`src/rtl/clk_div_pkg.sv`:
```
// Shared constants for the clock divider bank: widths, channel limit, default half-periods.
package clk_div_pkg;

   localparam int unsigned CNT_W_DEF = 16;
   localparam int unsigned N_CH_MAX  = 8;

   // Half-period minus one for the default channels (ch0, ch1, ch2).
   localparam logic [15:0] HALF_SERIAL = 16'd255;
   localparam logic [15:0] HALF_DIGIT  = 16'd4095;
   localparam logic [15:0] HALF_POLL   = 16'd1023;

   // Width of a channel select; never less than one bit.
   function automatic int unsigned ch_w(input int unsigned n);
      return (n > 1) ? $clog2(n) : 1;
   endfunction

endpackage

```
`src/rtl/clk_div_ch.sv`:
```
// One divider channel: free-running counter, shadowed half-period and toggling output.
module clk_div_ch #(
   parameter int unsigned          CNT_W     = 16,
   parameter logic [CNT_W-1:0]     HALF_INIT = '0
) (
   input  logic             clk,
   input  logic             rst_n,
   input  logic             en_i,
   input  logic             sync_i,
   input  logic             we_i,
   input  logic [CNT_W-1:0] half_i,
   output logic             div_clk_o,
   output logic             div_tick_o,
   output logic             busy_o
);

   logic [CNT_W-1:0] cnt_q, cnt_d;
   logic [CNT_W-1:0] active_q, active_d;
   logic [CNT_W-1:0] pending_q, pending_d;
   logic             pend_q, pend_d;
   logic             clk_q, clk_d;
   logic             tick_q, tick_d;

   // Next-state: disable beats sync beats terminal count; config write applied last.
   always_comb begin
      cnt_d     = cnt_q;
      active_d  = active_q;
      pending_d = pending_q;
      pend_d    = pend_q;
      clk_d     = clk_q;
      tick_d    = 1'b0;

      if (!en_i) begin
         cnt_d = '0;
         clk_d = 1'b0;
         if (pend_q) begin
            active_d = pending_q;
            pend_d   = 1'b0;
         end
      end else if (sync_i) begin
         cnt_d = '0;
         clk_d = 1'b0;
      end else if (cnt_q >= active_q) begin
         // >= rather than == so a shrunken half-period can never strand the counter.
         cnt_d  = '0;
         clk_d  = ~clk_q;
         tick_d = 1'b1;
         // Load only on the falling toggle so each period is whole.
         if (clk_q && pend_q) begin
            active_d = pending_q;
            pend_d   = 1'b0;
         end
      end else begin
         cnt_d = cnt_q + CNT_W'(1);
      end

      // A same-cycle write stays pending; the old pending value was the one loaded above.
      if (we_i) begin
         pending_d = half_i;
         pend_d    = 1'b1;
      end
   end

   // Channel state registers.
   always_ff @(posedge clk or negedge rst_n) begin
      if (!rst_n) begin
         cnt_q     <= '0;
         active_q  <= HALF_INIT;
         pending_q <= HALF_INIT;
         pend_q    <= 1'b0;
         clk_q     <= 1'b0;
         tick_q    <= 1'b0;
      end else begin
         cnt_q     <= cnt_d;
         active_q  <= active_d;
         pending_q <= pending_d;
         pend_q    <= pend_d;
         clk_q     <= clk_d;
         tick_q    <= tick_d;
      end
   end

   assign div_clk_o  = clk_q;
   assign div_tick_o = tick_q;
   assign busy_o     = pend_q;

endmodule

```
`src/rtl/clk_div_bank.sv`:
```
// Bank of independent clock dividers with glitch-free runtime half-period updates.
module clk_div_bank
   import clk_div_pkg::*;
#(
   parameter int unsigned              N_CH      = 3,
   parameter int unsigned              CNT_W     = CNT_W_DEF,
   parameter logic [N_CH*CNT_W-1:0]    HALF_INIT = {HALF_POLL, HALF_DIGIT, HALF_SERIAL}
) (
   input  logic                      clk,
   input  logic                      rst_n,
   input  logic [N_CH-1:0]           ch_en,
   input  logic                      sync,
   input  logic                      cfg_we,
   input  logic [ch_w(N_CH)-1:0]     cfg_ch,
   input  logic [CNT_W-1:0]          cfg_half,
   output logic [N_CH-1:0]           div_clk,
   output logic [N_CH-1:0]           div_tick,
   output logic [N_CH-1:0]           cfg_busy
);

   logic [N_CH-1:0] we_vec;

   // Channel-select decode; out-of-range selects match no channel and are dropped.
   always_comb begin
      we_vec = '0;
      for (int i = 0; i < int'(N_CH); i++) begin
         if (cfg_we && (int'(cfg_ch) == i)) begin
            we_vec[i] = 1'b1;
         end
      end
   end

   for (genvar g = 0; g < N_CH; g++) begin : g_ch
      clk_div_ch #(
         .CNT_W     (CNT_W),
         .HALF_INIT (HALF_INIT[g*CNT_W +: CNT_W])
      ) u_ch (
         .clk        (clk),
         .rst_n      (rst_n),
         .en_i       (ch_en[g]),
         .sync_i     (sync),
         .we_i       (we_vec[g]),
         .half_i     (cfg_half),
         .div_clk_o  (div_clk[g]),
         .div_tick_o (div_tick[g]),
         .busy_o     (cfg_busy[g])
      );
   end

endmodule

```
`config.mk`:
```
export PLATFORM = sky130hd
export DESIGN_NAME = clk_div_bank
export DESIGN_NICKNAME = d
export VERILOG_FILES = /design/src/rtl/clk_div_pkg.sv /design/src/rtl/clk_div_ch.sv /design/src/rtl/clk_div_bank.sv
export SDC_FILE = /design/constraint.sdc
export NUM_CORES = 1
export LEC_CHECK = 0
export CAP_MARGIN = 10
export CORE_UTILIZATION = 61
export DETAILED_ROUTE_END_ITERATION = 16
export PLACE_DENSITY = 0.8
export RECOVER_POWER = 25
export SLEW_MARGIN = 10
export SYNTH_ARGS = -nofsm -noshare
export SYNTH_HDL_FRONTEND = slang
export SYNTH_SLANG_ARGS = --single-unit
```
`constraint.sdc`:
```
create_clock -name clk -period 3.75 [get_ports clk]
set_clock_uncertainty 0.15 [all_clocks]
set_input_delay 0.9375 -clock clk [delete_from_list [all_inputs] [get_ports clk]]
set_output_delay 0.9375 -clock clk [all_outputs]
set_load 0.02 [all_outputs]
```
==> impl_metrics.env, run 1 <==
export IMPL_fin_hold_ws_ns=0.362
export IMPL_synth_nets=790
export IMPL_n_antenna_cell=0
export IMPL_vias=5349
export IMPL_syn_area_mm2=0.00803
export IMPL_whs_endpoint="g_ch[2].u_ch.active_q[13]"
export IMPL_clk_pin_slew_ns=0.06
export IMPL_fin_tns_setup_ns=0
export IMPL_fmax_mhz=319
export IMPL_path_class="reg -> reg"
export IMPL_ys_ff_latch=153
export IMPL_synth_top_area_share_pct=29.0
export IMPL_drive_gt1_share_pct=25.3
export IMPL_wl_per_cell_um=17.1
export IMPL_cts_buffers=17
export IMPL_finalSetupViolCount=0
export IMPL_worstPathArrival_ns=3.29
export IMPL_place_gp_congestion=0.857
export IMPL_pin_count=34
export IMPL_path_max_fanout=16
export IMPL_grt_pass1_wl_um=26300
export IMPL_drtIter0Drc=372
export IMPL_viasPerCell=5.72
export IMPL_wl_um=16000
export IMPL_yosys_warnings=0
export IMPL_netlist_instances=714
export IMPL_rr_worst_depth=8
export IMPL_antenna_found_initial=0
export IMPL_slew_violations=77
export IMPL_fin_crit_sh_pct=83.6
export IMPL_post_cts_setup_buffer_count=0
export IMPL_cts_resized=0
export IMPL_r2r_end="g_ch[1].u_ch.active_q[15]"
export IMPL_tightestPinTransition_ns=1.92
export IMPL_rsz0062_at_grt="no"
export IMPL_synth_top_cell_by_area="dfrtp_1"
export IMPL_status="finished with violations"
export IMPL_hold_path_class="reg -> reg"
export IMPL_cts_num_sinks=153
export IMPL_r2r_setup_slack_ns=0.62
export IMPL_htree_levels=4
export IMPL_r2r_start="g_ch[1].u_ch.cnt_q[0]"
export IMPL_cts_hold_buf=0
export IMPL_rows=41
export IMPL_core_area_mm2=0.0127
export IMPL_synth_edf_count=0
export IMPL_route_detailed_drc=0
export IMPL_syn2layout_area_growth_pct=12.8
export IMPL_hold_violations=0
export IMPL_setup_worst_path_end_class="flip-flop"
export IMPL_drv_cap=1
export IMPL_leakage_nw=4.23
export IMPL_numPortBuffers=33
export IMPL_hold_depth=1
export IMPL_nets=826
export IMPL_cp_start_kind="flip-flop"
export IMPL_ys_seq_area_share_pct=48.6
export IMPL_synth_area_leaders="dfrtp_1, dfstp_2, mux2_2"
export IMPL_first_pass_iters=5
export IMPL_worst_ep_required_time_ns=3.91
export IMPL_hp_start="g_ch[2].u_ch.active_q[13]"
export IMPL_clk_latency_ns=0.42
export IMPL_die_area_mm2=0.0136
export IMPL_start_util_pct=63.1
export IMPL_ir_drop_mv=0.347
export IMPL_violations="max-capacitance violations, max-slew violations"
export IMPL_cts_root_buf="clkbuf_16"
export IMPL_die_x_um=117
export IMPL_power_density_mw_per_mm2=494
export IMPL_die_h_um=117
export IMPL_cts_tree="done"
export IMPL_grtUsageTotal_pct=25.8
export IMPL_grt_pass1_vias=5332
export IMPL_finalPower_mw=4.48
export IMPL_yosysUniqueCellTypes=53
export IMPL_min_period_ns=3.13
export IMPL_ys_flop_type="dfrtp_1"
export IMPL_grt_ovfl_total=0
export IMPL_final_antenna_net_count=0
export IMPL_avgSynthCellArea_um2=11.2
export IMPL_relSlewSlack_pct=-28.2
export IMPL_dpl_hpwl_um=11600
export IMPL_async_flop_share_pct=100
export IMPL_clock_path_buffers=2
export IMPL_grt_max_degree=78
-- how the worst max path moves through the flow --
| stage | start | to | slack [ns] | cells past startpoint |
|---|---|---|---|---|
| after floorplan | g_ch[1].u_ch.active_q[0] | g_ch[1].u_ch.active_q[12] | 1.02 | 8 |
| after global placement | ch_en[0] | g_ch[0].u_ch.active_q[0] | 0.70 | 7 |
| after detailed placement | ch_en[0] | g_ch[0].u_ch.active_q[12] | 0.61 | 7 |
| after CTS | g_ch[1].u_ch.cnt_q[0] | g_ch[1].u_ch.active_q[15] | 0.61 | 8 |
| after global routing | g_ch[1].u_ch.cnt_q[0] | g_ch[1].u_ch.active_q[15] | 0.48 | 8 |
| final | g_ch[1].u_ch.cnt_q[0] | g_ch[1].u_ch.active_q[15] | 0.62 | 8 |
-- state kept, by name, indices dropped and copies added (netlist names) --
name and cells:
g_ch.u_ch.pending_q 48, g_ch.u_ch.active_q 48, g_ch.u_ch.div_clk_o 3, g_ch.u_ch.cnt_q 48
g_ch.u_ch.busy_o 3, g_ch.u_ch.div_tick_o 3
-- power by group --
| part | total [mW] | internal [mW] | switching (mW) | leakage (nW) |
|---|---|---|---|---|
| Clock | 1.60 | 0.928 | 0.674 | 0.267 |
| Sequential | 2.17 | 2.01 | 0.163 | 1.82 |
| Combinational | 0.700 | 0.378 | 0.322 | 2.14 |
-- cells in the final DEF, fill, tap and decap left out, types with 3 or more instances in the layout --
| cell type | netlist | layout |
|---|---|---|
| ha_1 | 51 | 51 |
| clkbuf_16 | 0 | 17 |
| dfstp_2 | 60 | 60 |
| o21ai_0 | 8 | 8 |
| and3_1 | 12 | 12 |
| a211oi_1 | 3 | 3 |
| clkinv_2 | 0 | 5 |
| nand3_1 | 25 | 25 |
| dfrtp_1 | 93 | 93 |
| nand4_1 | 12 | 12 |
| mux2_2 | 70 | 70 |
| nand2b_1 | 11 | 11 |
| mux2_4 | 10 | 10 |
| a211o_1 | 18 | 18 |
| o32ai_1 | 15 | 15 |
| and4_1 | 3 | 3 |
| a21o_1 | 4 | 4 |
| xor2_1 | 30 | 30 |
| o21a_1 | 3 | 3 |
| nor2_1 | 68 | 68 |
| nand2_1 | 55 | 55 |
| buf_4 | 11 | 12 |
| xnor2_1 | 14 | 14 |
| mux2i_1 | 16 | 16 |
| clkdlybuf4s50_1 | 0 | 32 |
| a21oi_1 | 12 | 12 |
| nor2b_1 | 3 | 3 |
| clkbuf_1 | 13 | 3 |
| nand3b_1 | 3 | 3 |
| inv_1 | 55 | 55 |
-- worst max-delay path: stages, from the launching register on --
cell and delay (ns):
dfrtp_1 0.43, inv_1 0.07, ha_1 0.27, nand2b_4 0.13, a2111o_1 0.43, a311oi_2 0.39
a311oi_2 0.20, o21ai_4 0.55, mux2_2 0.40
-- stage by stage --
stage | util, % | setup WS [ns] | instance area [µm²] | std cells
after detailed placement | 66.9 | 0.609 | 8520 | 903
after floorplan | - | 1.02 | 8030 | 714
after CTS | 71.2 | 0.612 | 9060 | 935
final | 71.2 | 0.617 | 9060 | 935
after global placement | 66.9 | 0.697 | 8520 | 903
after global routing | 71.2 | 0.479 | 9060 | 935
-- cell usage after synthesis, drive strengths merged, types with 13 or more instances --
master / number
xnor2: 14
o32ai: 15
dfstp: 60
nor2: 68
xor2: 30
ha: 51
a21oi: 13
a211o: 18
nand2: 55
buf: 16
nand3: 25
clkbuf: 13
dfrtp: 93
mux2: 80
inv: 55
mux2i: 16
-- per-layer routing --
metal / vias up / part of all wire [%] / GRT usage [%]
met5: - / 0 / 0
met4: 0 / 1.6 / 9.03
met3: 21 / 2.8 / 4.72
met2: 85 / 51 / 44.4
met1: 2674 / 45 / 32.9
li1: 2569 / - / -
-- cell type report --
type | instances | area, µm²
Clock buffer | 21 | 450
Clock inverter | 11 | 96.3
Fill cell | 947 | 3670
Inverter | 55 | 206
Multi-Input combinational cell | 477 | 3750
Sequential cell | 153 | 3900
Tap cell | 172 | 215
Timing Repair Buffer | 46 | 435
-- cell families after synthesis --
kind of cell / count (synthesis) / synth area share (%)
AO/OA/AOI/OAI: 84 / 8.40
XOR/XNOR: 44 / 4.80
flip-flops: 153 / 48.6
multiplexers: 96 / 13.7
adder cells (fa/ha/maj): 51 / 7.95
AND/OR/NAND/NOR: 202 / 11.7
buffers and inverters: 84 / 4.79
No activity file was read; power rests on OpenSTA's default activity.
==> run 2, diff against run 1 <==
CORE_UTILIZATION = 55   (was 61)
PLACE_DENSITY = 0.76   (was 0.8)
clock period = 2.7 ns   (was 3.75 ns; I/O delays follow)
==> impl_metrics.env, run 2 (same netlist as run 1, synthesis figures left out) <==
export IMPL_cp_start_kind="flip-flop"
export IMPL_rsz0062_at_grt="yes"
export IMPL_hold_path_class="in -> async"
export IMPL_clk_pin_slew_ns=0.07
export IMPL_path_class="reg -> reg"
export IMPL_worst_ep_required_time_ns=2.86
export IMPL_power_density_mw_per_mm2=675
export IMPL_viasPerCell=5.71
export IMPL_grtUsageTotal_pct=24.5
export IMPL_r2r_start="g_ch[1].u_ch.active_q[0]"
export IMPL_path_max_fanout=9
export IMPL_setup_worst_path_end_class="flip-flop"
export IMPL_place_gp_congestion=0.811
export IMPL_cts_root_buf="clkbuf_16"
export IMPL_cts_tree="done"
export IMPL_die_x_um=123
export IMPL_relSlewSlack_pct=15.8
export IMPL_numPortBuffers=33
export IMPL_vias=5538
export IMPL_rr_worst_depth=8
export IMPL_route_detailed_drc=0
export IMPL_fmax_mhz=363
export IMPL_die_area_mm2=0.0151
export IMPL_tightestPinTransition_ns=1.26
export IMPL_syn2layout_area_growth_pct=16.5
export IMPL_first_pass_iters=4
export IMPL_wl_per_cell_um=17.3
export IMPL_cts_num_sinks=153
export IMPL_grt_pass1_wl_um=27800
export IMPL_pin_count=34
export IMPL_n_antenna_cell=0
export IMPL_leakage_nw=4.40
export IMPL_violations="negative setup slack"
export IMPL_nets=853
export IMPL_fin_hold_ws_ns=0.361
export IMPL_r2r_end="g_ch[1].u_ch.active_q[13]"
export IMPL_drtIter0Drc=269
export IMPL_final_antenna_net_count=0
export IMPL_largestRegisters="g_ch.u_ch.active_q x48, g_ch.u_ch.cnt_q x48, g_ch.u_ch.pending_q x48"
export IMPL_antenna_found_initial=0
export IMPL_rows=43
export IMPL_grt_ovfl_total=0
export IMPL_min_period_ns=2.76
export IMPL_htree_levels=4
export IMPL_endpoint="g_ch[1].u_ch.active_q[13]"
export IMPL_dpl_hpwl_um=12100
export IMPL_status="finished with violations"
export IMPL_drive_gt1_share_pct=28.0
export IMPL_die_h_um=123
export IMPL_multiInputGateArea_mm2=0.00379
export IMPL_setup_ws_ns=-0.0578
export IMPL_r2r_setup_slack_ns=-0.06
export IMPL_worstPathArrival_ns=2.91
export IMPL_slew_violations=0
export IMPL_grt_pass1_vias=5582
export IMPL_final_common_cell="dfrtp_1"
export IMPL_hold_violations=0
export IMPL_ir_drop_mv=0.529
export IMPL_clock_path_buffers=2
export IMPL_fin_crit_sh_pct=102
export IMPL_placed_area_mm2=0.00874
export IMPL_clk_latency_ns=0.43
export IMPL_startpoint="g_ch[1].u_ch.active_q[0]"
export IMPL_regArea_mm2=0.00390
export IMPL_layout_common_cells="dfrtp_1, nor2_1, mux2_2"
export IMPL_drv_cap=0
export IMPL_finalInstanceArea_mm2=0.00935
export IMPL_wl_um=16800
export IMPL_finalSetupViolCount=16
export IMPL_fill_cells=983
export IMPL_core_area_mm2=0.0140
export IMPL_cts_buffers=17
export IMPL_grt_max_degree=50
export IMPL_start_util_pct=57.2
## run 2: changes by cell type in the layout (fill, tap and decap cells not counted), moves of 2 or more
cell,before,now
buf_4,12,32
buf_12,1,4
mux2_4,10,14
inv_6,2,6
clkinv_4,1,3
mux2_2,70,66
clkinv_2,5,0
## run 2: final cells by class
cell class	instances	area share, %
Sequential cell	153	41.8
Multi-Input combinational cell	477	40.6
Timing Repair Buffer	73	7.16
Clock buffer	20	4.78
Tap cell	180	2.41
Inverter	55	2.21
Clock inverter	12	1.12
## run 2: through the flow
| step | instances | utilization, % | setup TNS (ns) | total power [mW] | setup slack, ns |
|---|---|---|---|---|---|
| 6_report | 970 | 66.6 | -0.484 | 6.31 | -0.0578 |
| 5_1_grt | 970 | 66.6 | -1.86 | 6.62 | -0.148 |
| 4_1_cts | 970 | 66.7 | -0.715 | 6.36 | -0.0726 |
| 3_5_place_dp | 935 | 62.3 | -7.99 | 4.08 | -0.259 |
| 3_3_place_gp | 935 | 62.3 | -6.75 | 4.00 | -0.210 |
| 2_1_floorplan | 714 | - | -0.102 | 3.69 | -0.0341 |
## run 2: per-layer routing
metal / track usage, % / wire [µm] / up-vias
met2: 41.6 / 8680 / 106
met3: 5.25 / 635 / 22
met5: 0 / 0 / -
li1: - / - / 2620
met4: 7.62 / 210 / 0
met1: 31.1 / 7300 / 2790
## run 2: where the power goes
group          total, mW  switching (mW)  internal, mW
logic               1.06           0.471         0.585
clock network       2.23           0.999          1.23
registers           3.03           0.238          2.79
total               6.31            1.71          4.61
## run 2: critical path, cell delays in order (launching register included)
cell      delay, ns
dfstp_2        0.55
ha_4           0.20
nand2b_4       0.13
a2111o_1       0.44
a311oi_2       0.30
a311oi_2       0.17
o21ai_4        0.22
buf_12         0.17
mux2_4         0.29
## run 2: worst min path at each step
stage                                       to  slack [ns]  depth (start not counted)
floorplan            g_ch[0].u_ch.active_q[10]        0.23                          0
detailed placement  g_ch[2].u_ch.pending_q[14]        0.35                          1
finish                   g_ch[0].u_ch.cnt_q[0]        0.36                          1
global route         g_ch[2].u_ch.active_q[15]        0.37                          1
global placement     g_ch[2].u_ch.active_q[15]        0.33                          1
CTS                      g_ch[0].u_ch.cnt_q[0]        0.05                          1
## run 2: repair_timing
item                                    in CTS  in global routing
endpoints found under the setup margin      47                 47
buffers inserted                             3                  0
gates cloned                                 0                  0
gates resized for setup                      8                  2
hold buffers                                 0                  0
pin swaps                                    1                  0
==> run 3, diff against run 2 <==
CORE_UTILIZATION = 45   (was 55)
PLACE_DENSITY = default   (was 0.76)
==> impl_metrics.env, run 3 (same netlist as run 1, synthesis figures left out) <==
export IMPL_hold_violations=0
export IMPL_finalPower_mw=6.64
export IMPL_cts_tree="done"
export IMPL_first_pass_iters=4
export IMPL_min_period_ns=2.75
export IMPL_cts_buffers=17
export IMPL_worst_ep_required_time_ns=2.86
export IMPL_fin_crit_sh_pct=102
export IMPL_numPortBuffers=33
export IMPL_final_common_cell="dfrtp_1"
export IMPL_cts_root_buf="clkbuf_16"
export IMPL_start_util_pct=46.2
export IMPL_rsz0062_at_grt="yes"
export IMPL_drtIter0Drc=220
export IMPL_critical_path_most_common_cell="a311oi_2"
export IMPL_antenna_found_initial=0
export IMPL_place_gp_congestion=0.816
export IMPL_pin_count=34
export IMPL_comb_power_share_pct=15.9
export IMPL_grt_ovfl_total=0
export IMPL_path_max_fanout=5
export IMPL_grt_max_degree=63
export IMPL_busiest_layer="met2"
export IMPL_grt_pass1_vias=5519
export IMPL_viasPerCell=5.33
export IMPL_grtUsageMet3_pct=3.97
export IMPL_fmax_mhz=364
export IMPL_drive_gt1_share_pct=29.2
export IMPL_vias=5450
export IMPL_gr_usage_met1_pct=26.4
export IMPL_clkPwrFrac_pct=38.5
export IMPL_power_density_mw_per_mm2=691
export IMPL_internal_power_mw=4.95
export IMPL_setup_worst_path_end_class="flip-flop"
export IMPL_rows=48
export IMPL_core_area_mm2=0.0174
export IMPL_relSlewSlack_pct=-4.33
export IMPL_wl_um=17200
export IMPL_finalSetupViolCount=11
export IMPL_violations="max-capacitance violations, max-slew violations, negative setup slack"
export IMPL_route_detailed_drc=0
export IMPL_power_frac_seq_pct=45.5
export IMPL_status="finished with violations"
export IMPL_p_switching_mw=1.69
export IMPL_dpl_cell_count=982
export IMPL_tightestPinTransition_ns=1.56
export IMPL_fin_hold_ws_ns=0.359
export IMPL_cts_num_sinks=153
export IMPL_fin_tns_setup_ns=-0.426
export IMPL_syn2layout_area_growth_pct=19.7
export IMPL_htree_levels=4
export IMPL_final_antenna_net_count=0
export IMPL_stdcell_count=1023
export IMPL_worstPathArrival_ns=2.91
export IMPL_cp_start_kind="flip-flop"
export IMPL_clk_latency_ns=0.43
export IMPL_final_util_pct=55.4
export IMPL_nets=861
export IMPL_clk_pin_slew_ns=0.06
export IMPL_path_class="reg -> reg"
export IMPL_wl_per_cell_um=16.8
export IMPL_slew_violations=62
export IMPL_grt_pass1_wl_um=28500
export IMPL_largestRegisters="g_ch.u_ch.active_q x48, g_ch.u_ch.cnt_q x48, g_ch.u_ch.pending_q x48"
export IMPL_p_sw_share_pct=25.4
export IMPL_die_area_mm2=0.0184
export IMPL_setup_ws_ns=-0.0505
export IMPL_layout_common_cells="dfrtp_1, mux2_2, nor2_1"
export IMPL_clock_path_buffers=2
export IMPL_die_h_um=136
export IMPL_critPathMaxStageDelay_ns=0.55
export IMPL_worstPathCellList="ha_4, nand2b_4, a2111o_1, a311oi_2, a311oi_2, o21ai_4, buf_6, buf_12, mux2_4"
export IMPL_hold_path_class="reg -> reg"
export IMPL_slowest_stage="dfstp_2"
export IMPL_drv_cap=1
export IMPL_dpl_hpwl_um=12500
export IMPL_met2_usage_pct=33.5
export IMPL_grtUsageTotal_pct=20.4
export IMPL_ir_drop_mv=0.493
export IMPL_n_antenna_cell=0
export IMPL_die_x_um=136
export IMPL_leakage_nw=4.50
export IMPL_fill_cells=1490
## run 3: cell types whose count changed in the layout (fill, tap and decap cells not counted), moves of 2 or more
cell	previous run	this run
buf_4	32	38
buf_12	4	6
inv_6	6	3
clkinvlp_4	2	0
mux2_2	66	69
mux2_4	14	11
bufinv_16	0	2
clkbuf_16	17	20
clkbuf_1	4	2
## run 3: layer usage
metal / vias up / wire [µm]
li1: 2635 / -
met3: 23 / 437
met4: 0 / 342
met2: 66 / 8520
met1: 2726 / 7850
met5: - / 0
## run 3: path summary, 6_finish.rpt
path                                       startpoint  cells after the start                        end  slack (ns)
min                        g_ch[2].u_ch.pending_q[11]                      1  g_ch[2].u_ch.active_q[11]        0.36
max reg2reg                  g_ch[1].u_ch.active_q[0]                      9  g_ch[1].u_ch.active_q[12]       -0.05
min in group asynchronous                       rst_n                      1      g_ch[1].u_ch.cnt_q[4]        0.49
max                          g_ch[1].u_ch.active_q[0]                      9  g_ch[1].u_ch.active_q[12]       -0.05
min reg2reg                g_ch[2].u_ch.pending_q[11]                      1  g_ch[2].u_ch.active_q[11]        0.36
max in group asynchronous                       rst_n                      2  g_ch[0].u_ch.active_q[10]        0.40
## run 3: critical path: cells and delay by family, from the launching register on
family                     cells  cell delay (ns)
DFF                            1             0.55
AOI/OAI and AO/OA              4             1.10
adders and majority gates      1             0.19
muxes                          1             0.29
and+or+nand+nor                1             0.13
buffers and inverters          2             0.24
## run 3: power by group through the flow
stage	logic, mW	registers [mW]	clock network [mW]
2_1_floorplan	0.738	2.96	0
3_3_place_gp	0.981	3.05	0
3_5_place_dp	1.03	3.06	0
4_1_cts	1.08	3.03	2.61
5_1_grt	1.19	3.07	2.70
6_report	1.06	3.02	2.56
## run 3: timing repair
item / 4_1_cts / 5_1_grt
pin swaps: 7 / 3
buffers inserted: 7 / 1
hold buffers: 0 / 0
setup endpoints to repair: 35 / 20
gates resized for setup: 8 / 1
cloned: 1 / 0
## run 3: layout make-up
class                   count  area [µm²]  area share (%)
clock buffers              22         518            5.39
clock inverters            10         124            1.29
inverters                  55         206            2.15
multi-input cells         477        3800            39.5
flip-flops and latches    153        3900            40.6
well taps                 225         282            2.93
repair buffers             81         778            8.10
## run 3: metrics by stage
| step | area (µm²) | setup WS (ns) |
|---|---|---|
| 5_1_grt | 9610 | -0.139 |
| 2_1_floorplan | 8030 | -0.0341 |
| 3_5_place_dp | 8840 | -0.215 |
| 6_report | 9610 | -0.0505 |
| 4_1_cts | 9620 | -0.0988 |
| 3_3_place_gp | 8840 | -0.159 |
